## src/rtl/rf_wb_if.sv

```systemverilog
// rf_wb_if: writeback requests, register-file write port and decode forwarding query
interface rf_wb_if;
  logic        alu_vld;
  logic [3:0]  alu_addr;
  logic [16:0] alu_data;
  logic        alu_rdy;
  logic        mem_vld;
  logic [3:0]  mem_addr;
  logic [16:0] mem_data;
  logic        mem_rdy;
  logic        rf_we;
  logic [3:0]  rf_w_addr;
  logic [16:0] rf_wdata;
  logic [3:0]  q_addr;
  logic        q_pend;
  logic [16:0] q_data;
  modport master (
    output alu_vld, alu_addr, alu_data, mem_vld, mem_addr, mem_data, q_addr,
    input  alu_rdy, mem_rdy, rf_we, rf_w_addr, rf_wdata, q_pend, q_data
  );
  modport slave (
    input  alu_vld, alu_addr, alu_data, mem_vld, mem_addr, mem_data, q_addr,
    output alu_rdy, mem_rdy, rf_we, rf_w_addr, rf_wdata, q_pend, q_data
  );
endinterface

```

## src/rtl/rf_wb_arb.sv

```systemverilog
// rf_wb_arb: two-requester writeback arbiter onto one register-file write port.
// Define RF_WB_ARB_FWD_EN to drive q_pend/q_data from the hold buffers.
module rf_wb_arb (
  input  logic     clk,
  input  logic     rst,
  rf_wb_if.slave   bus
);
  logic        a_full, m_full, a_age, m_age, rr;
  logic [3:0]  a_addr, m_addr;
  logic [16:0] a_data, m_data;
  logic        tie, sel_a, sel_m, a_ld, m_ld;
  // age=1 marks the entry that stayed buffered while the other was accepted
  always_comb begin
    tie   = a_full & m_full & (a_age == m_age);
    sel_a = a_full & (~m_full | (a_age & ~m_age) | (tie & ~rr));
    sel_m = m_full & ~sel_a;
    a_ld  = bus.alu_vld & bus.alu_rdy & (|bus.alu_addr);
    m_ld  = bus.mem_vld & bus.mem_rdy & (|bus.mem_addr);
  end
  assign bus.alu_rdy = rst | ~a_full | sel_a;
  assign bus.mem_rdy = rst | ~m_full | sel_m;
  always_ff @(posedge clk) begin
    if (rst) begin
      a_full        <= 1'b0;
      m_full        <= 1'b0;
      a_age         <= 1'b0;
      m_age         <= 1'b0;
      rr            <= 1'b0;
      a_addr        <= '0;
      m_addr        <= '0;
      a_data        <= '0;
      m_data        <= '0;
      bus.rf_we     <= 1'b0;
      bus.rf_w_addr <= '0;
      bus.rf_wdata  <= '0;
    end else begin
      a_full <= a_ld | (a_full & ~sel_a);
      m_full <= m_ld | (m_full & ~sel_m);
      a_age  <= ~a_ld & a_full & ~sel_a & (m_ld | a_age);
      m_age  <= ~m_ld & m_full & ~sel_m & (a_ld | m_age);
      rr     <= rr ^ tie;
      if (a_ld) begin
        a_addr <= bus.alu_addr;
        a_data <= bus.alu_data;
      end
      if (m_ld) begin
        m_addr <= bus.mem_addr;
        m_data <= bus.mem_data;
      end
      bus.rf_we <= sel_a | sel_m;
      if (sel_a | sel_m) begin
        bus.rf_w_addr <= sel_a ? a_addr : m_addr;
        bus.rf_wdata  <= sel_a ? a_data : m_data;
      end
    end
  end
`ifdef RF_WB_ARB_FWD_EN
  logic a_hit, m_hit, use_m;
  // on a double hit the younger entry wins; same age means the one granted second
  always_comb begin
    a_hit = a_full & (a_addr == bus.q_addr);
    m_hit = m_full & (m_addr == bus.q_addr);
    use_m = m_hit & (~a_hit | a_age | (~m_age & ~rr));
  end
  assign bus.q_pend = a_hit | m_hit;
  assign bus.q_data = use_m ? m_data : a_hit ? a_data : '0;
`else
  assign bus.q_pend = 1'b0;
  assign bus.q_data = '0;
`endif
endmodule

```

## src/flat_wrapper.sv

```systemverilog
// flat-port wrapper written by rule: the top's interface ports become plain ports
module rf_wb_arb_flat 
  (clk, rst, bus_alu_vld, bus_alu_addr, bus_alu_data, bus_mem_vld, bus_mem_addr, bus_mem_data, bus_q_addr, bus_alu_rdy, bus_mem_rdy, bus_rf_we, bus_rf_w_addr, bus_rf_wdata, bus_q_pend, bus_q_data);
  rf_wb_if bus_i ();
  input  logic clk;
  input  logic rst;
  input wire logic [$bits(bus_i.alu_vld)-1:0] bus_alu_vld;
  input wire logic [$bits(bus_i.alu_addr)-1:0] bus_alu_addr;
  input wire logic [$bits(bus_i.alu_data)-1:0] bus_alu_data;
  input wire logic [$bits(bus_i.mem_vld)-1:0] bus_mem_vld;
  input wire logic [$bits(bus_i.mem_addr)-1:0] bus_mem_addr;
  input wire logic [$bits(bus_i.mem_data)-1:0] bus_mem_data;
  input wire logic [$bits(bus_i.q_addr)-1:0] bus_q_addr;
  output wire logic [$bits(bus_i.alu_rdy)-1:0] bus_alu_rdy;
  output wire logic [$bits(bus_i.mem_rdy)-1:0] bus_mem_rdy;
  output wire logic [$bits(bus_i.rf_we)-1:0] bus_rf_we;
  output wire logic [$bits(bus_i.rf_w_addr)-1:0] bus_rf_w_addr;
  output wire logic [$bits(bus_i.rf_wdata)-1:0] bus_rf_wdata;
  output wire logic [$bits(bus_i.q_pend)-1:0] bus_q_pend;
  output wire logic [$bits(bus_i.q_data)-1:0] bus_q_data;
  assign bus_i.alu_vld = bus_alu_vld;
  assign bus_i.alu_addr = bus_alu_addr;
  assign bus_i.alu_data = bus_alu_data;
  assign bus_i.mem_vld = bus_mem_vld;
  assign bus_i.mem_addr = bus_mem_addr;
  assign bus_i.mem_data = bus_mem_data;
  assign bus_i.q_addr = bus_q_addr;
  assign bus_alu_rdy = bus_i.alu_rdy;
  assign bus_mem_rdy = bus_i.mem_rdy;
  assign bus_rf_we = bus_i.rf_we;
  assign bus_rf_w_addr = bus_i.rf_w_addr;
  assign bus_rf_wdata = bus_i.rf_wdata;
  assign bus_q_pend = bus_i.q_pend;
  assign bus_q_data = bus_i.q_data;
  rf_wb_arb u_core (.clk(clk), .rst(rst), .bus(bus_i));
endmodule
```

## config.mk

```make
export PLATFORM = sky130hd
export DESIGN_NAME = rf_wb_arb_flat
export DESIGN_NICKNAME = d
export VERILOG_FILES = /design/src/rtl/rf_wb_if.sv /design/src/rtl/rf_wb_arb.sv /design/src/flat_wrapper.sv
export SDC_FILE = /design/constraint.sdc
export NUM_CORES = 1
export LEC_CHECK = 0
export CORE_MARGIN = 2
export CORE_UTILIZATION = 45
export CTS_BUF_LIST = sky130_fd_sc_hd__clkbuf_16
export DETAILED_ROUTE_END_ITERATION = 16
export GPL_ROUTABILITY_DRIVEN = 0
export PLACE_DENSITY = 0.79
export SYNTH_ARGS = -nofsm -noshare
export SYNTH_HDL_FRONTEND = slang
export SYNTH_SLANG_ARGS = --single-unit
```

## constraint.sdc

```tcl
create_clock -name clk -period 3.95 [get_ports clk]
set_input_delay 0.395 -clock clk [delete_from_list [all_inputs] [get_ports clk]]
set_output_delay 0.395 -clock clk [all_outputs]
set_load 0.05 [all_outputs]
```

==> flow_metrics.py, run 1 <==
metrics = {
    "route": {
        "drc_errors": 0,
        "drt-pass1-iter-count": 4,
        "vias": 2549,
        "drt-total-wl_um": 7290,
        "ant_nets": 0,
        "vias_per_cell": 5.00,
        "drt_iter0_drc": 108,
        "post_drt_wl_per_cell_um": 14.3,
    },
    "setup_path": {
        "cp_common_cell": "ha_1",
        "cp.arrival_ps": 2550,
        "path_depth": 7,
        "cp-start-kind": "register",
        "critPathTopFamily": "buffers and inverters",
        "crit_chain": "inv_1, ha_1, and3_1, ha_1, or2_2, nand2_1, clkdlybuf4s50_1",
        "critPathSlowestCell": "clkdlybuf4s50_1",
        "r2r_cells": 7,
        "regToRegSetupSlack_ps": 1460,
        "path_class": "reg -> out",
        "r2r-end": "u_core.m_addr[1]",
        "slowest_delay_ps": 790,
        "crit_buf_inv": 2,
        "cp.required_ps": 3560,
        "setup.worst_path.end_class": "output port",
        "r2r-start": "u_core.m_age",
        "crit_fanout": 3,
    },
    "power": {
        "switching_share_pct": 24.8,
        "internal_power_uw": 1390,
        "p_total_uw": 1850,
        "power.density_nw_per_um2": 431,
        "combPwrFrac_pct": 15.4,
        "switchingPower_uw": 458,
        "p_leak_uw": 0.00173,
        "pwr-share-seq_pct": 41.2,
        "ir_worst_vdd_uv": 266,
        "power.share.clock_pct": 43.4,
    },
    "final_layout": {
        "diodes": 0,
        "nets": 460,
        "final_core_utilization_pct": 59.1,
        "multi_input_area_sq_um": 1750,
        "regArea_sq_um": 1380,
        "final_cells": 510,
        "area_growth_syn_to_layout_pct": 27.3,
        "final_layout_size_suffix_gt1_share_pct": 11.2,
        "fillCellCount": 641,
    },
    "sta": {
        "fin_crit_sh_pct": 74.6,
        "hold_violations": 0,
        "slew_violations": 0,
        "tns_ps": 0,
        "slew_headroom_pct": 35.8,
        "hold_ws_ps": 474,
        "fin_skew_ps": 6.92,
        "rsz0062_at_grt": "no",
        "layout_min_cycle_time_ps": 2940,
        "fmax_mhz": 340,
        "setup_viol": 0,
        "worstMarginPinSlew_ps": 961,
    },
    "die": {
        "placementRows": 31,
        "ios": 92,
        "core_area_sq_um": 7250,
        "die_h_um": 90.5,
        "start_util_pct": 46.4,
        "dieArea_sq_um": 8190,
        "die_x_um": 90.5,
    },
    "synth": {
        "ys_async_sr_fraction_pct": 0,
        "synth_seq_area_share_pct": 41.0,
        "synth_most_common_cell": "nand2b_1",
        "yosysUniqueCellTypes": 30,
        "synth_top_area_share_pct": 41.0,
        "yosys-top-cells-area": "dfxtp_1 (41%), nand2b_1 (15%), mux2i_1 (12%), o211ai_2 (7.4%), buf_4 (4.9%)",
        "netlist_area_sq_um": 3370,
        "syn_avg_cell_area_sq_um": 9.53,
        "synth-seq-cells": 69,
        "synth_edf_count": 0,
        "synthCells": 353,
        "yosys.area.top_type": "dfxtp_1",
        "synth_common_cells": "nand2b_1 (83), dfxtp_1 (69), nand2_1 (44)",
        "yosys_most_used_dff": "dfxtp_1",
        "ys_warn_count": 0,
    },
    "outcome": {
        "status": "finished, final reports clean",
    },
    "cts": {
        "cts_tree": "yes",
        "cts_root_buf": "clkbuf_16",
        "numCtsBuffers": 9,
        "h-tree-depth": 3,
        "cts.sinks": 69,
        "clock_latency_ps": 320,
        "post-cts-setup-buffers": 0,
        "clkSlewWorstSetupHoldPaths_ps": 50,
        "clock_path_buffers": 2,
        "cts.repair.resized": 0,
        "cts_hold_buf": 0,
    },
    "job": {
        "drv_cap": 0,
    },
    "hold_path": {
        "holdPathEnd": "u_core.a_data[1]",
        "min_path_type": "reg -> reg",
        "min_path_cells": 2,
        "min_from": "u_core.a_data[1]",
    },
    "global_routing": {
        "grt.overflow.total": 0,
        "antenna_found_initial": 0,
        "grt.total_usage_pct": 17.6,
        "grt_max_degree": 91,
        "grt_pass1_wl_um": 11700,
        "grt_pass1_vias": 2516,
    },
    "placed_design": {
        "io_buffer_count": 69,
        "hpwlAfterDp_um": 4770,
        "dp.cells": 496,
    },
}
-- cell type report --
cell class	count	share of cell area, %
inverters	4	0.350
multi-input cells	251	40.9
repair buffers	73	16.7
flip-flops and latches	69	32.2
clock inverters	5	1.66
well taps	99	2.89
clock buffers	9	5.26
-- power by group through the flow --
stage / logic (uW) / clock network [uW] / registers, uW
final: 285 / 802 / 761
after global routing: 304 / 842 / 764
after CTS: 286 / 816 / 760
after detailed placement: 284 / 0 / 774
after global placement: 280 / 0 / 773
after floorplan: 178 / 0 / 804
-- kinds of logic after synthesis --
family / Yosys count / share of synthesized area, %
multiplexers: 40 / 11.9
buffers and inverters: 50 / 9.14
flip-flops: 69 / 41.0
adder cells (fa/ha/maj): 2 / 0.743
AO/OA/AOI/OAI: 33 / 10.7
other: 1 / 0.111
AND/OR/NAND/NOR: 158 / 26.4
-- worst register-to-register path, stage by stage, from the launching register on --
cell	delay [ps]
dfxtp_1	310
inv_1	50
ha_1	270
and3_1	150
ha_1	230
or2_2	330
a21oi_4	770
mux2i_1	290
-- metrics by stage --
step	setup WS, ps	cell area (sq um)
final	1010	4290
after global routing	939	4290
after CTS	989	4290
after detailed placement	1330	3990
after global placement	1400	3990
after floorplan	1960	3430
-- sequential cells by signal (all words and copies together) (netlist names) --
signal                flops
u_core.bus.rf_we          1
u_core.m_age              1
u_core.m_data            17
u_core.a_age              1
u_core.m_addr             4
u_core.bus.rf_w_addr      4
u_core.a_data            17
u_core.rr                 1
u_core.a_full             1
u_core.bus.rf_wdata      17
u_core.a_addr             4
u_core.m_full             1
-- cells in the final DEF (no fill, tap or decap), drive strengths merged, types with 2 or more instances in the layout --
cell type / Yosys / final
nor2: 2 / 2
a21oi: 2 / 2
ha: 2 / 2
dfxtp: 69 / 69
nand2b: 83 / 83
o21ai: 3 / 3
nand2: 44 / 44
o32ai: 2 / 2
o211ai: 21 / 21
o41ai: 2 / 2
nand4: 21 / 21
mux2i: 40 / 40
clkbuf: 14 / 9
bufinv: 0 / 2
inv: 4 / 7
clkdlybuf4s50: 0 / 68
conb: 1 / 18
o21ba: 2 / 2
buf: 32 / 5
-- how the worst max path moves through the flow --
stage	from	to	slack (ps)
2_1_floorplan	u_core.m_age	bus_mem_rdy	1960
3_3_place_gp	u_core.m_age	bus_mem_rdy	1400
3_5_place_dp	u_core.m_age	bus_mem_rdy	1330
4_1_cts	u_core.m_age	bus_mem_rdy	990
5_1_grt	u_core.m_age	bus_mem_rdy	940
6_report	u_core.m_age	bus_mem_rdy	1010
-- metal layers --
| layer | up-vias | GRT usage (%) | wire [um] |
|---|---|---|---|
| met5 | - | 0 | 0 |
| met2 | 64 | 28.9 | 3420 |
| met3 | 10 | 4.67 | 298 |
| met1 | 1206 | 22.0 | 3430 |
| li1 | 1269 | - | - |
| met4 | 0 | 7.31 | 137 |
Power figures use the tool's default switching activity.
==> inputs of run 2 (changes only) <==
Clock period 3.95 ns to 3 ns, I/O delays scaled along.
==> flow_metrics.py, run 2 (synthesis gave the netlist of run 1 again) <==
metrics = {
    "sta": {
        "fin_skew_ps": 7.71,
        "slew_violations": 0,
        "tns_ps": 0,
        "layout_min_cycle_time_ps": 2530,
        "setup_viol": 0,
        "hold_violations": 0,
        "fin_crit_sh_pct": 84.3,
        "fmax_mhz": 395,
        "worstMarginPinSlew_ps": 927,
        "rsz0062_at_grt": "no",
        "slew_headroom_pct": 38.2,
    },
    "setup_path": {
        "cp.required_ps": 3250,
        "crit_fanout": 17,
        "cp.arrival_ps": 2780,
        "setup.worst_path.end_class": "register",
        "r2r_cells": 8,
        "cp-start-kind": "register",
        "crit_chain": "inv_1, ha_1, and3_1, ha_1, or2_2, a21oi_4, buf_4, mux2i_1",
        "path_class": "reg -> reg",
        "cp_common_cell": "ha_1",
        "critPathSlowestCell": "a21oi_4",
        "slowest_delay_ps": 630,
    },
    "outcome": {
        "status": "finished, final reports clean",
    },
    "cts": {
        "cts_root_buf": "clkbuf_16",
        "clock_path_buffers": 2,
        "cts_tree": "yes",
        "numCtsBuffers": 9,
        "cts.sinks": 69,
        "h-tree-depth": 3,
        "post-cts-setup-buffers": 0,
        "cts.repair.resized": 0,
        "clock_latency_ps": 330,
        "cts_hold_buf": 0,
        "clkSlewWorstSetupHoldPaths_ps": 60,
    },
    "placed_design": {
        "dp.cells": 497,
        "io_buffer_count": 69,
        "hpwlAfterDp_um": 4840,
    },
    "global_routing": {
        "grt_pass1_wl_um": 11900,
        "grt_max_degree": 64,
        "antenna_found_initial": 0,
        "grt_pass1_vias": 2522,
        "grt.total_usage_pct": 17.9,
        "grt.overflow.total": 0,
    },
    "route": {
        "drc_errors": 0,
        "drt-total-wl_um": 7250,
        "vias": 2600,
        "vias_per_cell": 5.07,
        "drt_iter0_drc": 92,
        "met1_length_um": 3220,
        "post_drt_wl_per_cell_um": 14.1,
        "dr_wl_met2_um": 3490,
        "ant_nets": 0,
        "drt-pass1-iter-count": 5,
        "met3WireLength_um": 451,
        "top_layer": "met4",
    },
    "final_layout": {
        "area_growth_syn_to_layout_pct": 27.7,
        "nets": 461,
        "final_layout_size_suffix_gt1_share_pct": 12.3,
        "layout_common_cells": "nand2b_1 (83), dfxtp_1 (69), clkdlybuf4s50_1 (66)",
        "fillCellCount": 619,
        "layout_commonest_cell": "nand2b_1",
        "reg_top3": "u_core.a_data: 17 flops, u_core.bus.rf_wdata: 17 flops, u_core.m_data: 17 flops",
        "diodes": 0,
        "final_cells": 513,
    },
    "power": {
        "p_leak_uw": 0.00174,
        "power.density_nw_per_um2": 574,
        "ir_worst_vdd_uv": 320,
    },
    "die": {
        "core_area_sq_um": 7250,
        "die_x_um": 90.5,
        "start_util_pct": 46.4,
        "placementRows": 31,
        "die_h_um": 90.5,
        "ios": 92,
        "dieArea_sq_um": 8190,
    },
    "job": {
        "drv_cap": 0,
    },
    "hold_path": {
        "min_path_cells": 2,
        "min_path_type": "in -> reg",
    },
}
==> run 2: changes by cell type in the layout (fill, tap and decap cells not counted), sizes merged <==
cell / previous run / this run
clkinv: 0 / 4
buf: 5 / 8
clkdlybuf4s50: 68 / 66
inv: 7 / 5
==> run 2: report_power, final <==
part           internal (uW)  switching, uW
sequential               971           30.0
combinational            151            225
clock                    715            375
total                   1840            630
==> run 2: layout make-up <==
cell class / count / area, sq um / area share [%]
multi-input combinational: 251 / 1750 / 40.8
tap: 99 / 124 / 2.88
sequential: 69 / 1380 / 32.1
clock inverter: 7 / 81.3 / 1.89
timing repair buffer: 74 / 718 / 16.7
inverter: 4 / 15.0 / 0.349
clock buffer: 9 / 225 / 5.24
==> run 2: through the flow <==
| step | setup slack (ps) | hold slack (ps) | utilization (%) | power (uW) | instance area, sq um |
|---|---|---|---|---|---|
| floorplan | 1080 | 442 | - | 1290 | 3430 |
| global placement | 562 | 446 | 55.0 | 1390 | 3990 |
| detailed placement | 439 | 450 | 55.0 | 1390 | 3990 |
| CTS | 439 | 441 | 59.3 | 2480 | 4300 |
| global route | 331 | 492 | 59.3 | 2560 | 4300 |
| finish | 471 | 441 | 59.3 | 2470 | 4300 |
==> run 2: per-layer routing <==
layer / GRT usage [%] / vias to the layer above
li1: - / 1277
met1: 23.0 / 1227
met2: 29.1 / 86
met3: 4.01 / 10
met4: 7.31 / 0
met5: 0 / -
==> run 2: final timing paths <==
kind	startpoint	end	slack, ps
setup / recovery	u_core.m_age	u_core.m_data[15]	470
hold / removal	rst	u_core.m_full	440
setup reg to reg	u_core.m_age	u_core.m_data[15]	470
hold reg to reg	u_core.bus.rf_wdata[16]	u_core.bus.rf_wdata[16]	460
==> run 2: worst max-delay path, delay by kind of cell, from the launching register on <==
kind            cells  cell delay [ps]
mux                 1              220
fa+ha+maj           2              480
compound gates      1              630
simple gates        2              470
flops               1              310
buf+inv             2              350
==> inputs of run 3 (changes only) <==
Settings changed: CORE_UTILIZATION 45 to 44, PLACE_DENSITY 0.79 to 0.81.
Clock period 3 ns to 2.29 ns, I/O delays scaled along.
==> flow_metrics.py, run 3 (synthesis gave the netlist of run 1 again) <==
metrics = {
    "outcome": {
        "status": "finished, final reports clean",
    },
    "placed_design": {
        "hpwlAfterDp_um": 4970,
        "dpl_cell_area_sq_um": 4060,
        "io_buffer_count": 69,
    },
    "die": {
        "dieArea_sq_um": 8360,
        "die_x_um": 91.5,
        "die_h_um": 91.5,
        "start_util_pct": 45.9,
        "placementRows": 31,
        "core_area_sq_um": 7330,
        "ios": 92,
    },
    "sta": {
        "rsz0062_at_grt": "no",
        "fin_crit_sh_pct": 94.4,
        "layout_min_cycle_time_ps": 2160,
        "worstMarginPinSlew_ps": 560,
        "tns_ps": 0,
        "fmax_mhz": 462,
        "fin_skew_ps": 5.17,
        "setup_viol": 0,
        "slew_violations": 0,
        "hold_violations": 0,
        "slew_headroom_pct": 62.5,
    },
    "route": {
        "ant_nets": 0,
        "drc_errors": 0,
        "drt_iter0_drc": 136,
        "drt-pass1-iter-count": 4,
        "vias_per_cell": 5.05,
        "vias": 2612,
        "post_drt_wl_per_cell_um": 14.1,
        "drt-total-wl_um": 7310,
    },
    "final_layout": {
        "reg_top3": "u_core.a_data: 17 flops, u_core.bus.rf_wdata: 17 flops, u_core.m_data: 17 flops",
        "final_layout_size_suffix_gt1_share_pct": 13.6,
        "area_growth_syn_to_layout_pct": 29.3,
        "layout_commonest_cell": "nand2b_1",
        "nets": 465,
        "stdcell_area_sq_um": 4350,
        "layout_common_cells": "nand2b_1 (83), dfxtp_1 (69), clkdlybuf4s50_1 (66)",
        "diodes": 0,
    },
    "job": {
        "drv_cap": 0,
    },
    "cts": {
        "cts.sinks": 69,
        "cts_hold_buf": 0,
        "numCtsBuffers": 9,
        "cts_root_buf": "clkbuf_16",
        "clkSlewWorstSetupHoldPaths_ps": 60,
        "clock_path_buffers": 2,
        "clock_latency_ps": 320,
        "post-cts-setup-buffers": 0,
        "cts.repair.resized": 0,
        "h-tree-depth": 3,
        "cts_tree": "yes",
    },
    "setup_path": {
        "cp-start-kind": "register",
        "crit_chain": "inv_1, ha_1, and3_1, ha_1, or2_2, nand2_1, buf_12",
        "cp_common_cell": "ha_1",
        "crit_start": "u_core.m_age",
        "slowest_delay_ps": 330,
        "r2r_cells": 7,
        "critPathSlowestCell": "or2_2",
        "setup.worst_path.end_class": "output port",
        "cp.arrival_ps": 1930,
        "path_class": "reg -> out",
        "crit_fanout": 3,
        "cp.required_ps": 2060,
        "r2r-start": "u_core.m_age",
    },
    "hold_path": {
        "min_from": "rst",
        "min_path_type": "in -> reg",
        "min_path_cells": 4,
    },
    "global_routing": {
        "grt.total_usage_pct": 17.9,
        "grt_pass1_vias": 2561,
        "grt_max_degree": 46,
        "grt_pass1_wl_um": 12100,
        "antenna_found_initial": 0,
        "grt.overflow.total": 0,
    },
    "power": {
        "internal_power_uw": 2310,
        "power.density_nw_per_um2": 726,
        "pwr-share-seq_pct": 41.6,
        "p_leak_uw": 0.00176,
        "power.share.clock_pct": 42.6,
        "combPwrFrac_pct": 15.9,
        "switching_share_pct": 26.8,
        "ir_worst_vdd_uv": 407,
        "switchingPower_uw": 846,
    },
}
[run 3: changes by cell type in the layout (fill, tap and decap cells not counted), sizes merged]
cell / previous run / this run
clkinvlp: 0 / 3
buf: 8 / 12
bufinv: 2 / 1
clkinv: 4 / 3
inv: 5 / 4
[run 3: layout make-up]
class / count / area [sq um]
clock buffers: 9 / 225
inverters: 4 / 15.0
repair buffers: 78 / 786
clock inverters: 7 / 66.3
multi-input cells: 251 / 1750
flip-flops and latches: 69 / 1380
fillers: 603 / 2980
well taps: 99 / 124
[run 3: worst max-delay path, delay by kind of cell, from the launching register on]
family | cells | cell delay [ps]
buffers and inverters | 2 | 210
and+or+nand+nor | 3 | 610
DFF | 1 | 310
adders and majority gates | 2 | 490
[run 3: path summary, 6_finish.rpt]
path / to / slack (ps)
worst max-delay path: bus_mem_rdy / 130
worst max register to register: u_core.bus.rf_wdata[11] / 220
worst min-delay path: u_core.bus.rf_wdata[16] / 340
worst min register to register: u_core.bus.rf_wdata[16] / 470
[run 3: power groups by stage]
stage          combinational (uW)  sequential [uW]  clock [uW]
2_1_floorplan                 307             1390           0
3_3_place_gp                  493             1330           0
3_5_place_dp                  500             1340           0
4_1_cts                       503             1310        1370
5_1_grt                       533             1320        1420
6_report                      501             1310        1340
[run 3: metal layers]
layer | track usage [%] | wire length [um] | share of wire [%]
met5 | 0 | 0 | 0
met4 | 7.70 | 148 | 2.0
met3 | 4.98 | 433 | 5.9
met2 | 29.1 | 3550 | 49
met1 | 22.1 | 3180 | 44
[run 3: through the flow]
stage                     hold slack [ps]  power, uW  worst slack [ps]  util (%)  cells
final                                 337       3160               127      59.3    517
after global routing                  360       3270              49.0      59.3    517
after CTS                             329       3180               111      59.3    517
after detailed placement              458       1840               226      55.4    501
after global placement                446       1830               287      55.4    501
after floorplan                       382       1690               368         -    370
